**config.mk**
```make
export PLATFORM = sky130hd
export DESIGN_NAME = axi_user_arbiter
export DESIGN_NICKNAME = d
export VERILOG_FILES = /design/src/rtl/axi_arb_pkg.sv /design/src/rtl/axi_user_arbiter_rr.sv /design/src/rtl/axi_user_arbiter.sv
export SDC_FILE = /design/constraint.sdc
export NUM_CORES = 1
export LEC_CHECK = 0
export ABC_CLOCK_PERIOD_IN_PS = 2050
export CAP_MARGIN = 20
export CORE_AREA = 2 2 128 130
export DETAILED_ROUTE_END_ITERATION = 12
export DIE_AREA = 0 0 130 132
export PLACE_DENSITY_LB_ADDON = 0.1
export SYNTH_ARGS = -nofsm -noshare
export SYNTH_HDL_FRONTEND = slang
export SYNTH_SLANG_ARGS = --single-unit
```
**constraint.sdc**
```tcl
create_clock -name ACLK -period 2.05 [get_ports ACLK]
set_clock_uncertainty 0.2 [all_clocks]
set_input_delay 0.615 -clock ACLK [delete_from_list [all_inputs] [get_ports ACLK]]
set_output_delay 0.615 -clock ACLK [all_outputs]
set_load 0.02 [all_outputs]
```
**src/rtl/axi_arb_pkg.sv**
```systemverilog
// Shared types and sizing helpers for the axi_user_arbiter slice.
package axi_arb_pkg;

  typedef enum logic [1:0] {
    IDLE  = 2'd0,
    ISSUE = 2'd1,
    WAIT  = 2'd2
  } arb_state_e;

  localparam int unsigned BLEN_W     = 4;
  localparam int unsigned DEF_ADDR_W = 32;
  localparam int unsigned DEF_DATA_W = 32;

  // Width of a counter that spans 0 .. limit-1.
  function automatic int unsigned tmo_cnt_w(input int unsigned limit);
    return (limit < 2) ? 1 : $clog2(limit);
  endfunction

endpackage

```
**src/rtl/axi_user_arbiter_rr.sv**
```systemverilog
// rr_arbiter: combinational round-robin pick; first set request at or after ptr wins.
module rr_arbiter #(
  parameter  int unsigned NUM_REQ = 2,
  localparam int unsigned PTR_W   = $clog2(NUM_REQ)
) (
  input  logic [NUM_REQ-1:0] req,
  input  logic [PTR_W-1:0]   ptr,
  output logic [NUM_REQ-1:0] gnt,
  output logic [PTR_W-1:0]   win
);

  int unsigned idx;
  logic        found;

  always_comb begin
    gnt   = '0;
    win   = '0;
    found = 1'b0;
    idx   = 0;
    for (int unsigned k = 0; k < NUM_REQ; k++) begin
      idx = (32'(ptr) + k) % NUM_REQ;
      if (!found && req[idx]) begin
        found    = 1'b1;
        gnt[idx] = 1'b1;
        win      = idx[PTR_W-1:0];
      end
    end
  end

endmodule

```
**src/rtl/axi_user_arbiter.sv**
```systemverilog
// Round-robin sharing of the axi_master_fsm user-command port, one transaction in flight.
// Optional watchdog: define AXI_ARB_TIMEOUT_EN.
module axi_user_arbiter
  import axi_arb_pkg::*;
#(
  parameter int unsigned NUM_REQ     = 2,
  parameter int unsigned ADDR_W      = DEF_ADDR_W,
  parameter int unsigned DATA_W      = DEF_DATA_W,
  parameter int unsigned TIMEOUT_CYC = 256
) (
  input  logic                          ACLK,
  input  logic                          ARESET,
  input  logic [NUM_REQ-1:0]            req_valid,
  input  logic [NUM_REQ-1:0]            req_write,
  input  logic [NUM_REQ*ADDR_W-1:0]     req_addr,
  input  logic [NUM_REQ*DATA_W-1:0]     req_wdata,
  input  logic [NUM_REQ*DATA_W/8-1:0]   req_strb,
  input  logic [NUM_REQ*BLEN_W-1:0]     req_blen,
  output logic [NUM_REQ-1:0]            req_grant,
  output logic [NUM_REQ-1:0]            rsp_valid,
  output logic [DATA_W-1:0]             rsp_data,
  output logic [NUM_REQ-1:0]            rsp_done,
  output logic                          rsp_err,
  output logic                          U_WVALID,
  output logic                          U_RVALID,
  output logic [ADDR_W-1:0]             U_AWADDR,
  output logic [ADDR_W-1:0]             U_ARADDR,
  output logic [DATA_W-1:0]             U_WDATA,
  output logic [DATA_W/8-1:0]           U_STRB,
  output logic [BLEN_W-1:0]             U_BLEN,
  input  logic [DATA_W-1:0]             U_RDATA,
  input  logic                          U_RDATA_VALID,
  input  logic                          U_DONE
);

  localparam int unsigned PTR_W  = $clog2(NUM_REQ);
  localparam int unsigned STRB_W = DATA_W / 8;

  arb_state_e          state, state_n;
  logic [PTR_W-1:0]    ptr, owner, arb_win;
  logic [NUM_REQ-1:0]  arb_gnt, owner_oh;
  logic                cmd_write;
  logic [ADDR_W-1:0]   cmd_addr;
  logic [DATA_W-1:0]   cmd_wdata;
  logic [STRB_W-1:0]   cmd_strb;
  logic [BLEN_W-1:0]   cmd_blen, beat_cnt;
  logic                tmo_hit;

  logic [ADDR_W-1:0]   addr_a  [NUM_REQ];
  logic [DATA_W-1:0]   wdata_a [NUM_REQ];
  logic [STRB_W-1:0]   strb_a  [NUM_REQ];
  logic [BLEN_W-1:0]   blen_a  [NUM_REQ];

  for (genvar i = 0; i < NUM_REQ; i++) begin : g_unpack
    assign addr_a[i]  = req_addr[i*ADDR_W +: ADDR_W];
    assign wdata_a[i] = req_wdata[i*DATA_W +: DATA_W];
    assign strb_a[i]  = req_strb[i*STRB_W +: STRB_W];
    assign blen_a[i]  = req_blen[i*BLEN_W +: BLEN_W];
  end

  rr_arbiter #(.NUM_REQ(NUM_REQ)) u_rr (
    .req (req_valid),
    .ptr (ptr),
    .gnt (arb_gnt),
    .win (arb_win)
  );

  assign owner_oh = NUM_REQ'(1) << owner;
  assign U_AWADDR = cmd_addr;
  assign U_ARADDR = cmd_addr;
  assign U_WDATA  = cmd_wdata;
  assign U_STRB   = cmd_strb;
  assign U_BLEN   = cmd_blen;

`ifdef AXI_ARB_TIMEOUT_EN
  localparam int unsigned TMO_W = tmo_cnt_w(TIMEOUT_CYC);
  logic [TMO_W-1:0] tmo_cnt;

  // A beat or done in the limit cycle wins over the watchdog.
  assign tmo_hit = (state == WAIT) && !U_DONE && !U_RDATA_VALID &&
                   (tmo_cnt == TMO_W'(TIMEOUT_CYC - 1));

  always_ff @(posedge ACLK) begin
    if (ARESET || state != WAIT || U_DONE || U_RDATA_VALID) tmo_cnt <= '0;
    else                                                    tmo_cnt <= tmo_cnt + 1'b1;
  end
`else
  // Watchdog absent; TIMEOUT_CYC stays on the interface for drop-in compatibility.
  assign tmo_hit = (TIMEOUT_CYC == 0) && 1'b0;
`endif

  always_ff @(posedge ACLK) begin
    if (ARESET) state <= IDLE;
    else        state <= state_n;
  end

  always_comb begin
    state_n   = state;
    req_grant = '0;
    rsp_valid = '0;
    rsp_data  = '0;
    rsp_done  = '0;
    rsp_err   = 1'b0;
    U_WVALID  = 1'b0;
    U_RVALID  = 1'b0;
    case (state)
      IDLE: begin
        if (|req_valid) begin
          req_grant = arb_gnt;
          state_n   = ISSUE;
        end
      end
      ISSUE: begin
        U_WVALID = cmd_write;
        U_RVALID = !cmd_write;
        state_n  = WAIT;
      end
      WAIT: begin
        if (cmd_write) begin
          if (U_DONE) begin
            rsp_done = owner_oh;
            state_n  = IDLE;
          end
        end else if (U_RDATA_VALID) begin
          rsp_valid = owner_oh;
          rsp_data  = U_RDATA;
          if (beat_cnt == cmd_blen) begin
            rsp_done = owner_oh;
            state_n  = IDLE;
          end
        end
        if (tmo_hit) begin
          rsp_done = owner_oh;
          rsp_err  = 1'b1;
          state_n  = IDLE;
        end
      end
      default: state_n = IDLE;
    endcase
    if (ARESET) begin
      state_n   = IDLE;
      req_grant = '0;
      rsp_valid = '0;
      rsp_data  = '0;
      rsp_done  = '0;
      rsp_err   = 1'b0;
      U_WVALID  = 1'b0;
      U_RVALID  = 1'b0;
    end
  end

  always_ff @(posedge ACLK) begin
    if (ARESET) begin
      ptr       <= '0;
      owner     <= '0;
      cmd_write <= 1'b0;
      cmd_addr  <= '0;
      cmd_wdata <= '0;
      cmd_strb  <= '0;
      cmd_blen  <= '0;
      beat_cnt  <= '0;
    end else begin
      if (state == IDLE && |req_valid) begin
        owner     <= arb_win;
        cmd_write <= req_write[arb_win];
        cmd_addr  <= addr_a[arb_win];
        cmd_wdata <= wdata_a[arb_win];
        cmd_strb  <= strb_a[arb_win];
        cmd_blen  <= blen_a[arb_win];
        ptr       <= (arb_win == PTR_W'(NUM_REQ - 1)) ? '0 : arb_win + 1'b1;
      end
      if (state == ISSUE)
        beat_cnt <= '0;
      else if (state == WAIT && !cmd_write && U_RDATA_VALID)
        beat_cnt <= beat_cnt + 1'b1;
    end
  end

endmodule

```
==> impl_metrics.json <==
{
  "final_cells": 1022,
  "synth_area_sq_um": 4120,
  "grt.total_usage": 0.197,
  "post-route-util": 0.560,
  "core_sq_um": 15700,
  "dpl.cell_count": 978,
  "die_w_microns": 130,
  "first_pass_iters": 5,
  "ir_drop_uv": 344,
  "pre_cts_ws_ns": -1.10,
  "io_buffers": 327,
  "viasPerCell": 4.57,
  "crit_chain": "xor2_1 > nor4_2 > buf_4 > a22oi_2 > nor3b_4 > buf_6",
  "rsz0062_at_grt": "yes",
  "drive_gt1_frac": 0.250,
  "crit_buf_inv": 2,
  "nFillCells": 1393,
  "final_hold_viol_count": 0,
  "placement.cell_area_sq_um": 7970,
  "hold_buffers": 0,
  "yosysTopAreaCell": "dfxtp_1",
  "top_level_ports": 329,
  "grt_max_degree": 39,
  "rows": 46,
  "gp_congestion": 0.724,
  "slowest_stage": "dfxtp_2",
  "mostFrequentLayoutCells": "clkdlybuf4s50_1, dlygate4sd2_1, dfxtp_1",
  "areaGrowthSynthToFinish_pct": 114,
  "grt_overflow_total": 0,
  "max_cap_viol_count": 0,
  "crit_fanout": 2,
  "final_nets": 985,
  "period_needed_ns": 2.52,
  "wire_per_inst_microns": 16.9,
  "grt_pass1_vias": 4805,
  "wl_mm": 17.3,
  "dieArea_sq_um": 17200,
  "antenna_left": 0,
  "hpwl_mm": 12.7,
  "status": "finished with violations",
  "clk-insertion-delay-late_ns": 0.34,
  "post-route-period-util": 1.23,
  "crit_type": "reg -> out",
  "p_leak_nw": 4.09,
  "die_h_microns": 132,
  "avgSynthCellArea_sq_um": 9.17,
  "cts_buffers": 9,
  "path_clk_slew_ns": 0.06,
  "synth-seq-cells": 81,
  "num_vias": 4669,
  "first_iter_violations": 111,
  "grt_pass1_wl_mm": 26.1,
  "htreeDepth": 3,
  "synth-seq-area-share": 0.394,
  "maxSlewViolCount": 0,
  "post-route-drc-count": 0,
  "crit_family": "simple AND/OR/NAND/NOR gates",
  "final.setup.tns_ns": -12.41,
  "slowest_delay_ns": 0.32,
  "cts_sinks": 81,
  "fin_ws_ns": -0.472,
  "worstPathRequired_ns": 1.23,
  "cp-start-kind": "flip-flop",
  "hold_path.class": "reg -> reg",
  "clockBufferDepth": 2,
  "timing.slew.headroom": 0.635,
  "grt_antenna_before_repair": 1,
  "violations": "negative setup slack",
  "syn_nets": 634,
  "synth_cell_types": 37,
  "ys_warn_count": 0,
  "syn_inst": 449,
  "tritoncts": "yes",
  "final_common_cell": "clkdlybuf4s50_1",
  "end_kind": "output pin",
  "final-setup-viol-count": 40,
  "power.density_nw_per_um2": 689,
  "cts-root-buf": "clkbuf_16",
  "arrival_ns": 1.71,
  "fin_area_sq_um": 8800,
  "synth_top_area_frac": 0.394,
  "initial_core_util": 0.262,
  "clock.fmax_mhz": 397,
  "tightest_slew_ns": 0.547,
  "synth_area_leaders": "dfxtp_1, mux2i_1, a211oi_1"
}
## layer usage
metal  part of all wire  track usage  wire, microns
met1               0.37        0.198           6360
met2               0.52        0.372           9030
met3              0.093       0.0686           1610
met4              0.015       0.0621            261
met5                  0            0              0
## worst reg2reg max path, delay by kind of cell (launching register included)
family	cells	cell delay, ns
AO/OA/AOI/OAI	2	0.38
AND/OR/NAND/NOR	2	0.32
buffers and inverters	3	0.51
flip-flops	1	0.36
## flip-flops by register name, summed over array words and instances (netlist names)
name	cells
U_STRB	4
U_WDATA	32
state	2
U_BLEN	4
ptr	1
owner	1
U_ARADDR	32
cmd_write	1
beat_cnt	4
## layout make-up
type / count / area, sq um / share of cell area
clock inverter: 4 / 76.3 / 0.00867
timing repair buffer: 412 / 4230 / 0.481
sequential: 81 / 1630 / 0.185
multi-input combinational: 292 / 2320 / 0.264
antenna: 1 / 2.50 / 0.000284
inverter: 4 / 18.8 / 0.00213
tap: 216 / 270 / 0.0307
clock buffer: 12 / 246 / 0.0280
## metrics by stage
stage | hold WS (ns) | power (W)
after floorplan | 0.297 | 0.00316
after global placement | 0.287 | 0.00431
after detailed placement | 0.293 | 0.00434
after CTS | 0.298 | 0.00616
after global routing | 0.313 | 0.00638
final | 0.296 | 0.00606
## cells by family after synthesis
group / Yosys count / synth area share
AOI/OAI and AO/OA: 96 / 0.186
xor gates and xnor gates: 4 / 0.00851
adders and majority gates: 1 / 0.00304
buffers and inverters: 76 / 0.110
DFF: 81 / 0.394
muxes: 54 / 0.131
other: 1 / 0.000911
and+or+nand+nor: 136 / 0.166
## worst paths after layout
check,from,end,cells after the start,slack (ns)
max reg2reg,state[0]$_SDFFE_PP0P_,U_ARADDR[27]$_SDFFE_PP0P_,7,0.18
max,beat_cnt[2]$_SDFFE_PP0P_,rsp_done[0],6,-0.47
min reg2reg,U_WDATA[28]$_SDFFE_PP0P_,U_WDATA[28]$_SDFFE_PP0P_,2,0.30
min,U_WDATA[28]$_SDFFE_PP0P_,U_WDATA[28]$_SDFFE_PP0P_,2,0.30
## cell usage after synthesis
library cell  count
dfxtp_1          81
nor2_1           66
mux2i_1          54
a211oi_1         53
and3_1           33
buf_4            33
buf_2            18
clkbuf_1         18
and2_1           12
a221o_1          10
a222oi_1          7
a21oi_1           5
a22oi_1           5
nand2_1           5
o21ai_0           5
a21o_1            4
inv_1             4
nand3_1           4
xor2_1            4
buf_6             3
nor4_1            3
o2bb2ai_1         3
nand2b_1          2
nor2b_1           2
nor3_1            2
nor3b_1           2
a211oi_4          1
a21oi_4           1
a311oi_1          1
and2b_4           1
conb_1            1
ha_1              1
nor3_2            1
nor4_2            1
nor4b_1           1
o311ai_0          1
or2_1             1
## power breakdown
group | leakage (nW) | internal, W | total [W] | switching, W
combinational | 3.27 | 0.00124 | 0.00239 | 0.00115
sequential | 0.673 | 0.00179 | 0.00194 | 0.000143
clock | 0.153 | 0.00110 | 0.00174 | 0.000633
total | 4.09 | 0.00413 | 0.00606 | 0.00193
## timing repair
action / CTS / global route
buffers inserted: 19 / 1
pin swaps: 24 / 6
resized for setup: 394 / 6
setup endpoints to repair: 210 / 40
gates cloned: 12 / 0
Power figures use the tool's default switching activity.
